## src/rtl/mem_bus_arbiter_pkg.sv

```systemverilog
// Shared types and constants for the IF/MEM single-port bus arbiter.
// State encodings and the stall-vector bit positions of the two consuming stages.
package mem_bus_arbiter_pkg;

    typedef enum logic [2:0] {
        ST_IDLE     = 3'd0,
        ST_BUS_IF   = 3'd1,
        ST_BUS_MEM  = 3'd2,
        ST_HOLD_IF  = 3'd3,
        ST_HOLD_MEM = 3'd4,
        ST_DROP     = 3'd5
    } arb_state_e;

    localparam int STALL_IF  = 1;
    localparam int STALL_MEM = 4;

endpackage

```

## src/rtl/mem_bus_arbiter_if.sv

```systemverilog
// Wishbone-style classic-cycle bus between the arbiter (master) and memory (slave).
// cyc and stb are driven identically by the master.
interface mem_bus_arbiter_if #(
    parameter int ADDR_W = 32,
    parameter int DATA_W = 32
);
    logic                  bus_cyc_o;
    logic                  bus_stb_o;
    logic                  bus_we_o;
    logic [DATA_W/8-1:0]   bus_sel_o;
    logic [ADDR_W-1:0]     bus_adr_o;
    logic [DATA_W-1:0]     bus_dat_o;
    logic [DATA_W-1:0]     bus_dat_i;
    logic                  bus_ack_i;

    modport master (
        output bus_cyc_o, bus_stb_o, bus_we_o, bus_sel_o, bus_adr_o, bus_dat_o,
        input  bus_dat_i, bus_ack_i
    );

    modport slave (
        input  bus_cyc_o, bus_stb_o, bus_we_o, bus_sel_o, bus_adr_o, bus_dat_o,
        output bus_dat_i, bus_ack_i
    );
endinterface

```

## src/rtl/mem_bus_arbiter.sv

```systemverilog
// Shares one memory bus between instruction fetch and load/store, stalling each
// stage until its access completes and holding returned data while it is frozen.
//
// state       | meaning
// ST_IDLE     | no bus cycle; MEM request has priority over IF
// ST_BUS_IF   | fetch cycle on the bus, waiting for ack
// ST_BUS_MEM  | load/store cycle on the bus, waiting for ack
// ST_HOLD_IF  | fetch done, IF still stalled; if_rdata held
// ST_HOLD_MEM | load done, MEM still stalled; mem_rdata held
// ST_DROP     | flushed cycle still running; data discarded at ack
module mem_bus_arbiter
    import mem_bus_arbiter_pkg::*;
#(
    parameter int ADDR_W = 32,
    parameter int DATA_W = 32
) (
    input  logic                 clk,
    input  logic                 rst,
    input  logic [5:0]           stall,
    input  logic                 flush,
    input  logic                 if_req,
    input  logic [ADDR_W-1:0]    if_addr,
    output logic [DATA_W-1:0]    if_rdata,
    output logic                 stallreq_if,
    input  logic                 mem_req,
    input  logic                 mem_we,
    input  logic [DATA_W/8-1:0]  mem_sel,
    input  logic [ADDR_W-1:0]    mem_addr,
    input  logic [DATA_W-1:0]    mem_wdata,
    output logic [DATA_W-1:0]    mem_rdata,
    output logic                 stallreq_mem,
    mem_bus_arbiter_if.master    bus
);

    localparam int SEL_W = DATA_W / 8;

    arb_state_e          state_q;
    logic                cyc_q;
    logic                we_q;
    logic [SEL_W-1:0]    sel_q;
    logic [ADDR_W-1:0]   adr_q;
    logic [DATA_W-1:0]   dat_q;
    logic [DATA_W-1:0]   if_rdata_q;
    logic [DATA_W-1:0]   mem_rdata_q;
    logic                if_ack;
    logic                mem_ack;
    logic                unused_stall;

    assign unused_stall = ^{stall[5], stall[3:2], stall[0]};

    always_ff @(posedge clk) begin
        if (rst) begin
            state_q     <= ST_IDLE;
            cyc_q       <= 1'b0;
            we_q        <= 1'b0;
            sel_q       <= '0;
            adr_q       <= '0;
            dat_q       <= '0;
            if_rdata_q  <= '0;
            mem_rdata_q <= '0;
        end else begin
            case (state_q)
                ST_IDLE: begin
                    if (!flush && mem_req) begin
                        cyc_q   <= 1'b1;
                        we_q    <= mem_we;
                        sel_q   <= mem_sel;
                        adr_q   <= mem_addr;
                        dat_q   <= mem_wdata;
                        state_q <= ST_BUS_MEM;
                    end else if (!flush && if_req) begin
                        cyc_q   <= 1'b1;
                        we_q    <= 1'b0;
                        sel_q   <= '1;
                        adr_q   <= if_addr;
                        state_q <= ST_BUS_IF;
                    end
                end
                // An ack completes the access even if flush arrives in the same cycle.
                ST_BUS_IF: begin
                    if (bus.bus_ack_i) begin
                        if_rdata_q <= bus.bus_dat_i;
                        cyc_q      <= 1'b0;
                        we_q       <= 1'b0;
                        state_q    <= stall[STALL_IF] ? ST_HOLD_IF : ST_IDLE;
                    end else if (flush) begin
                        state_q <= ST_DROP;
                    end
                end
                ST_BUS_MEM: begin
                    if (bus.bus_ack_i) begin
                        mem_rdata_q <= bus.bus_dat_i;
                        cyc_q       <= 1'b0;
                        we_q        <= 1'b0;
                        state_q     <= stall[STALL_MEM] ? ST_HOLD_MEM : ST_IDLE;
                    end else if (flush) begin
                        state_q <= ST_DROP;
                    end
                end
                ST_HOLD_IF: begin
                    if (!stall[STALL_IF] || flush) state_q <= ST_IDLE;
                end
                ST_HOLD_MEM: begin
                    if (!stall[STALL_MEM] || flush) state_q <= ST_IDLE;
                end
                ST_DROP: begin
                    if (bus.bus_ack_i) begin
                        cyc_q   <= 1'b0;
                        we_q    <= 1'b0;
                        state_q <= ST_IDLE;
                    end
                end
                default: begin
                    cyc_q   <= 1'b0;
                    we_q    <= 1'b0;
                    state_q <= ST_IDLE;
                end
            endcase
        end
    end

    assign if_ack  = (state_q == ST_BUS_IF)  && bus.bus_ack_i;
    assign mem_ack = (state_q == ST_BUS_MEM) && bus.bus_ack_i;

    assign if_rdata     = if_ack  ? bus.bus_dat_i : if_rdata_q;
    assign mem_rdata    = mem_ack ? bus.bus_dat_i : mem_rdata_q;
    assign stallreq_if  = if_req  && !if_ack  && (state_q != ST_HOLD_IF);
    assign stallreq_mem = mem_req && !mem_ack && (state_q != ST_HOLD_MEM);

    assign bus.bus_cyc_o = cyc_q;
    assign bus.bus_stb_o = cyc_q;
    assign bus.bus_we_o  = we_q;
    assign bus.bus_sel_o = sel_q;
    assign bus.bus_adr_o = adr_q;
    assign bus.bus_dat_o = dat_q;

endmodule
```

## src/flat_wrapper.sv

```systemverilog
// flat-port wrapper written by rule: the top's interface ports become plain ports
module mem_bus_arbiter_flat import mem_bus_arbiter_pkg::*;
#(
    parameter int ADDR_W = 32,
    parameter int DATA_W = 32
)
  (clk, rst, stall, flush, if_req, if_addr, if_rdata, stallreq_if, mem_req, mem_we, mem_sel, mem_addr, mem_wdata, mem_rdata, stallreq_mem, bus_bus_cyc_o, bus_bus_stb_o, bus_bus_we_o, bus_bus_sel_o, bus_bus_adr_o, bus_bus_dat_o, bus_bus_dat_i, bus_bus_ack_i);
  mem_bus_arbiter_if #(.ADDR_W(ADDR_W), .DATA_W(DATA_W)) bus_i ();
  input  logic clk;
  input  logic rst;
  input  logic [5:0] stall;
  input  logic flush;
  input  logic if_req;
  input  logic [ADDR_W-1:0] if_addr;
  output logic [DATA_W-1:0] if_rdata;
  output logic stallreq_if;
  input  logic mem_req;
  input  logic mem_we;
  input  logic [DATA_W/8-1:0] mem_sel;
  input  logic [ADDR_W-1:0] mem_addr;
  input  logic [DATA_W-1:0] mem_wdata;
  output logic [DATA_W-1:0] mem_rdata;
  output logic stallreq_mem;
  output wire logic [$bits(bus_i.bus_cyc_o)-1:0] bus_bus_cyc_o;
  output wire logic [$bits(bus_i.bus_stb_o)-1:0] bus_bus_stb_o;
  output wire logic [$bits(bus_i.bus_we_o)-1:0] bus_bus_we_o;
  output wire logic [$bits(bus_i.bus_sel_o)-1:0] bus_bus_sel_o;
  output wire logic [$bits(bus_i.bus_adr_o)-1:0] bus_bus_adr_o;
  output wire logic [$bits(bus_i.bus_dat_o)-1:0] bus_bus_dat_o;
  input wire logic [$bits(bus_i.bus_dat_i)-1:0] bus_bus_dat_i;
  input wire logic [$bits(bus_i.bus_ack_i)-1:0] bus_bus_ack_i;
  assign bus_bus_cyc_o = bus_i.bus_cyc_o;
  assign bus_bus_stb_o = bus_i.bus_stb_o;
  assign bus_bus_we_o = bus_i.bus_we_o;
  assign bus_bus_sel_o = bus_i.bus_sel_o;
  assign bus_bus_adr_o = bus_i.bus_adr_o;
  assign bus_bus_dat_o = bus_i.bus_dat_o;
  assign bus_i.bus_dat_i = bus_bus_dat_i;
  assign bus_i.bus_ack_i = bus_bus_ack_i;
  mem_bus_arbiter #(.ADDR_W(ADDR_W), .DATA_W(DATA_W)) u_core (.clk(clk), .rst(rst), .stall(stall), .flush(flush), .if_req(if_req), .if_addr(if_addr), .if_rdata(if_rdata), .stallreq_if(stallreq_if), .mem_req(mem_req), .mem_we(mem_we), .mem_sel(mem_sel), .mem_addr(mem_addr), .mem_wdata(mem_wdata), .mem_rdata(mem_rdata), .stallreq_mem(stallreq_mem), .bus(bus_i));
endmodule
```

## config.mk

```make
export PLATFORM = sky130hd
export DESIGN_NAME = mem_bus_arbiter_flat
export DESIGN_NICKNAME = d
export VERILOG_FILES = /design/src/rtl/mem_bus_arbiter_pkg.sv /design/src/rtl/mem_bus_arbiter_if.sv /design/src/rtl/mem_bus_arbiter.sv /design/src/flat_wrapper.sv
export SDC_FILE = /design/constraint.sdc
export NUM_CORES = 1
export LEC_CHECK = 0
export BUFFER_PORTS_ARGS = -buffer_cell sky130_fd_sc_hd__buf_2
export CAP_MARGIN = 20
export CORE_AREA = 3 3 142 144
export DETAILED_ROUTE_END_ITERATION = 16
export DIE_AREA = 0 0 145 147
export GPL_TIMING_DRIVEN = 0
export PLACE_DENSITY = 0.6
export SLEW_MARGIN = 10
export SYNTH_ARGS = -nofsm -noshare
export SYNTH_HDL_FRONTEND = slang
export SYNTH_SLANG_ARGS = --single-unit
```

## constraint.sdc

```tcl
create_clock -name clk -period 3.2 [get_ports clk]
set_input_delay 0.64 -clock clk [delete_from_list [all_inputs] [get_ports clk]]
set_output_delay 0.64 -clock clk [all_outputs]
set_load 0.02 [all_outputs]
```

==> run summary <==
Syn Inst Count: 561
Combinational share of power: 30.2%
Worst endpoint required time: 2.56 ns
IO Pins: 282
Post-CTS setup buffer count: 0
Max Clk Rate: 0.367 GHz
Area fraction of the dominant cell type after synthesis: 48.0%
Netlist cell types: 35
Crit-path max FO: 10
Share of cells above drive strength 1: 46.5%
WP data arrival: 2.09 ns
Top_reg_cell synth: dfxtp_1
Worst setup SP type: register
Crit Path Category: register to output pin
Setup slack, reg-to-reg: 1.42 ns
Area leader, netlist: dfxtp_1
GRT Residual Overflow: 0
Switching Power: 1.98 mW
TritonCTS clock tree: yes
IO Port Bufs: 276
Pwr/cell area: 746 nW/um2
Register area: 2740 um2
Clk_lat worst skew: 0.41 ns
Hold buffers post-CTS: 0
FP Rows: 50
Layout fillers: 1899
Pin count of the biggest net entering global routing: 17
Worst vdd rail ir drop: 0.000328 V
Post-synth EDFFs: 0
Yosys warning total: 0
Routed WL per cell: 14.7 um
Slew Viols, Final: 0
Post-layout util: 42.8%
CTS Buffer Depth: 2
Switching Share: 32.8%
Clock-pin slew on the worst setup and hold paths: 0.06 ns
Final min period: 2.73 ns
RSZ-0062 raised after global routing: false
Vias in the first global route: 5178
Starting density of the core: 30.3%
Placed Area: 7420 um2
Worst r2r path cells: 5
Initial antenna violation count: 3
Core ar.: 18800 um2
Drt total wl: 16700 um
Post_cts resized: 0
Area Overhead vs Synth: 41.2%
Vias per cell: 4.38
H-tree levels: 4
CTS Sinks: 137
Hold endpoint: u_core.bus.bus_dat_o[30]
Footprint of the multi-input gates: 2720 um2
Gpl congestion: 0.785
Die width: 145 um
FF+latch count, synth: 137
Initial drt markers: 113
Dpl ws: 0.587 ns
Vias: 4954
Syn avg cell area: 10.2 um2
Final Skew: 0.00516 ns
Antenna Nets Post-Route: 0
Largest stage delay on the critical path: 0.37 ns
Hold Fails Final Rpt: 0
Outcome: finished, final reports clean
Lkg Pwr: 3.91 nW
Fin crit share: 85.2%
Reg power frac: 34.1%
Hold Crit Start: u_core.bus.bus_dat_o[30]
Reg-to-Reg Start: u_core.state_q[2]
Slowest-stage cell, CP: dfxtp_1
Worst Setup Slack, final: 0.473 ns
Clk root buf: clkbuf_16
P_int: 4.04 mW
Slew Limit Headroom: 56.1%
Hold Path Class: register to register
Max_cap viols: 0
Synth area leaders: dfxtp_1 48%, nor2b_1 7.3%, mux2_2 7.1%
CP Cell Sequence: nand2b_1 -> nor2_4 -> buf_4 -> mux2_2 -> buf_2
Detail Placement HPWL: 12800 um
Async set-or-reset flop fraction in the synthesized netlist: 0%
Final net count: 1001
Crit path capture type: output pin
Total CTS buffers: 17
Count leader, synth: dfxtp_1
Post-synth net total: 706
First-pass GRT wire length: 26900 um
Worst slew pin tran: 0.658 ns
Die height: 147 um
GRT Overall Usage: 15.7%
Residual DRC: 0
Post-Syn Area: 5710 um2
Setup TNS: 0 ns
Hold WS: 0.450 ns
Top cells by count, synth: 137 x dfxtp_1, 68 x nand2_1, 67 x nor2b_1
Die Footprint: 21300 um2
Hold depth: 2
First-pass iteration count of the detailed router: 4
# setup viols final: 0
Seq/Total Area, Yosys: 48.0%
Clock power share: 35.7%
Final instance area: 8060 um2
Reg-to-Reg End: u_core.mem_rdata_q[28]
flip-flops by register name, summed over array words and instances, names as in the netlist:
| signal | count |
|---|---|
| u_core.bus.bus_adr_o | 32 |
| u_core.bus.bus_cyc_o | 1 |
| u_core.bus.bus_dat_o | 32 |
| u_core.bus.bus_sel_o | 4 |
| u_core.bus.bus_we_o | 1 |
| u_core.if_rdata_q | 32 |
| u_core.mem_rdata_q | 32 |
| u_core.state_q | 3 |
metrics by stage:
| stage | total power, mW | std cells |
|---|---|---|
| final | 6.01 | 1130 |
| after global routing | 6.35 | 1130 |
| after CTS | 6.11 | 1129 |
| after detailed placement | 3.93 | 1097 |
| after global placement | 3.92 | 1097 |
| after floorplan | 3.33 | 561 |
power by group through the flow:
stage,logic [mW],clock network (mW),registers [mW]
6_report,1.81,2.15,2.05
4_1_cts,1.84,2.22,2.05
3_3_place_gp,1.84,0,2.08
2_1_floorplan,1.08,0,2.25
5_1_grt,1.98,2.30,2.08
3_5_place_dp,1.84,0,2.09
placed cells by master (no fill, tap or decap), drive strengths merged, types with 5 or more instances in the layout:
cell	netlist	routed
a211oi	33	33
inv	4	11
nand2b	7	7
buf	26	302
mux2	65	65
dfxtp	137	137
clkbuf	17	35
nor2	43	43
o22ai	5	5
a21oi	37	37
mux2i	32	32
nor2b	67	67
nand2	68	68
worst max-delay path: cells and delay by family, from the launching register on:
kind | cells | cell delay, ns
multiplexers | 1 | 0.37
AND/OR/NAND/NOR | 2 | 0.53
buffers and inverters | 2 | 0.41
flip-flops | 1 | 0.37
metal layers:
metal	GRT usage, %	wire [um]	up-vias
met5	0	33	-
met4	5.46	320	4
met3	5.27	1060	24
met2	26.6	7940	174
met1	18.7	7300	2241
li1	-	-	2511
worst max path at each step:
stage	slack, ns	cells after the start	start	endpoint
finish	0.47	5	u_core.state_q[2]	mem_rdata[28]
global route	0.35	5	u_core.state_q[2]	mem_rdata[4]
CTS	0.41	5	u_core.state_q[2]	mem_rdata[0]
detailed placement	0.59	6	bus_bus_ack_i	mem_rdata[24]
global placement	0.59	6	bus_bus_ack_i	mem_rdata[28]
floorplan	1.02	4	bus_bus_ack_i	mem_rdata[21]
cell type report:
| cell class | instances | area share, % |
|---|---|---|
| antenna | 1 | 0.0310 |
| buffer | 43 | 2.89 |
| clock buffer | 18 | 5.45 |
| clock inverter | 14 | 2.55 |
| inverter | 4 | 0.186 |
| multi-input combinational | 377 | 33.7 |
| sequential | 137 | 34.0 |
| tap | 260 | 4.03 |
| timing repair buffer | 276 | 17.1 |
logic make-up after synthesis:
group	count (synthesis)	synth area share [%]
buf+inv	47	4.34
compound gates	87	10.0
mux	97	20.1
simple gates	193	17.5
flops	137	48.0
Power figures use the tool's default switching activity.
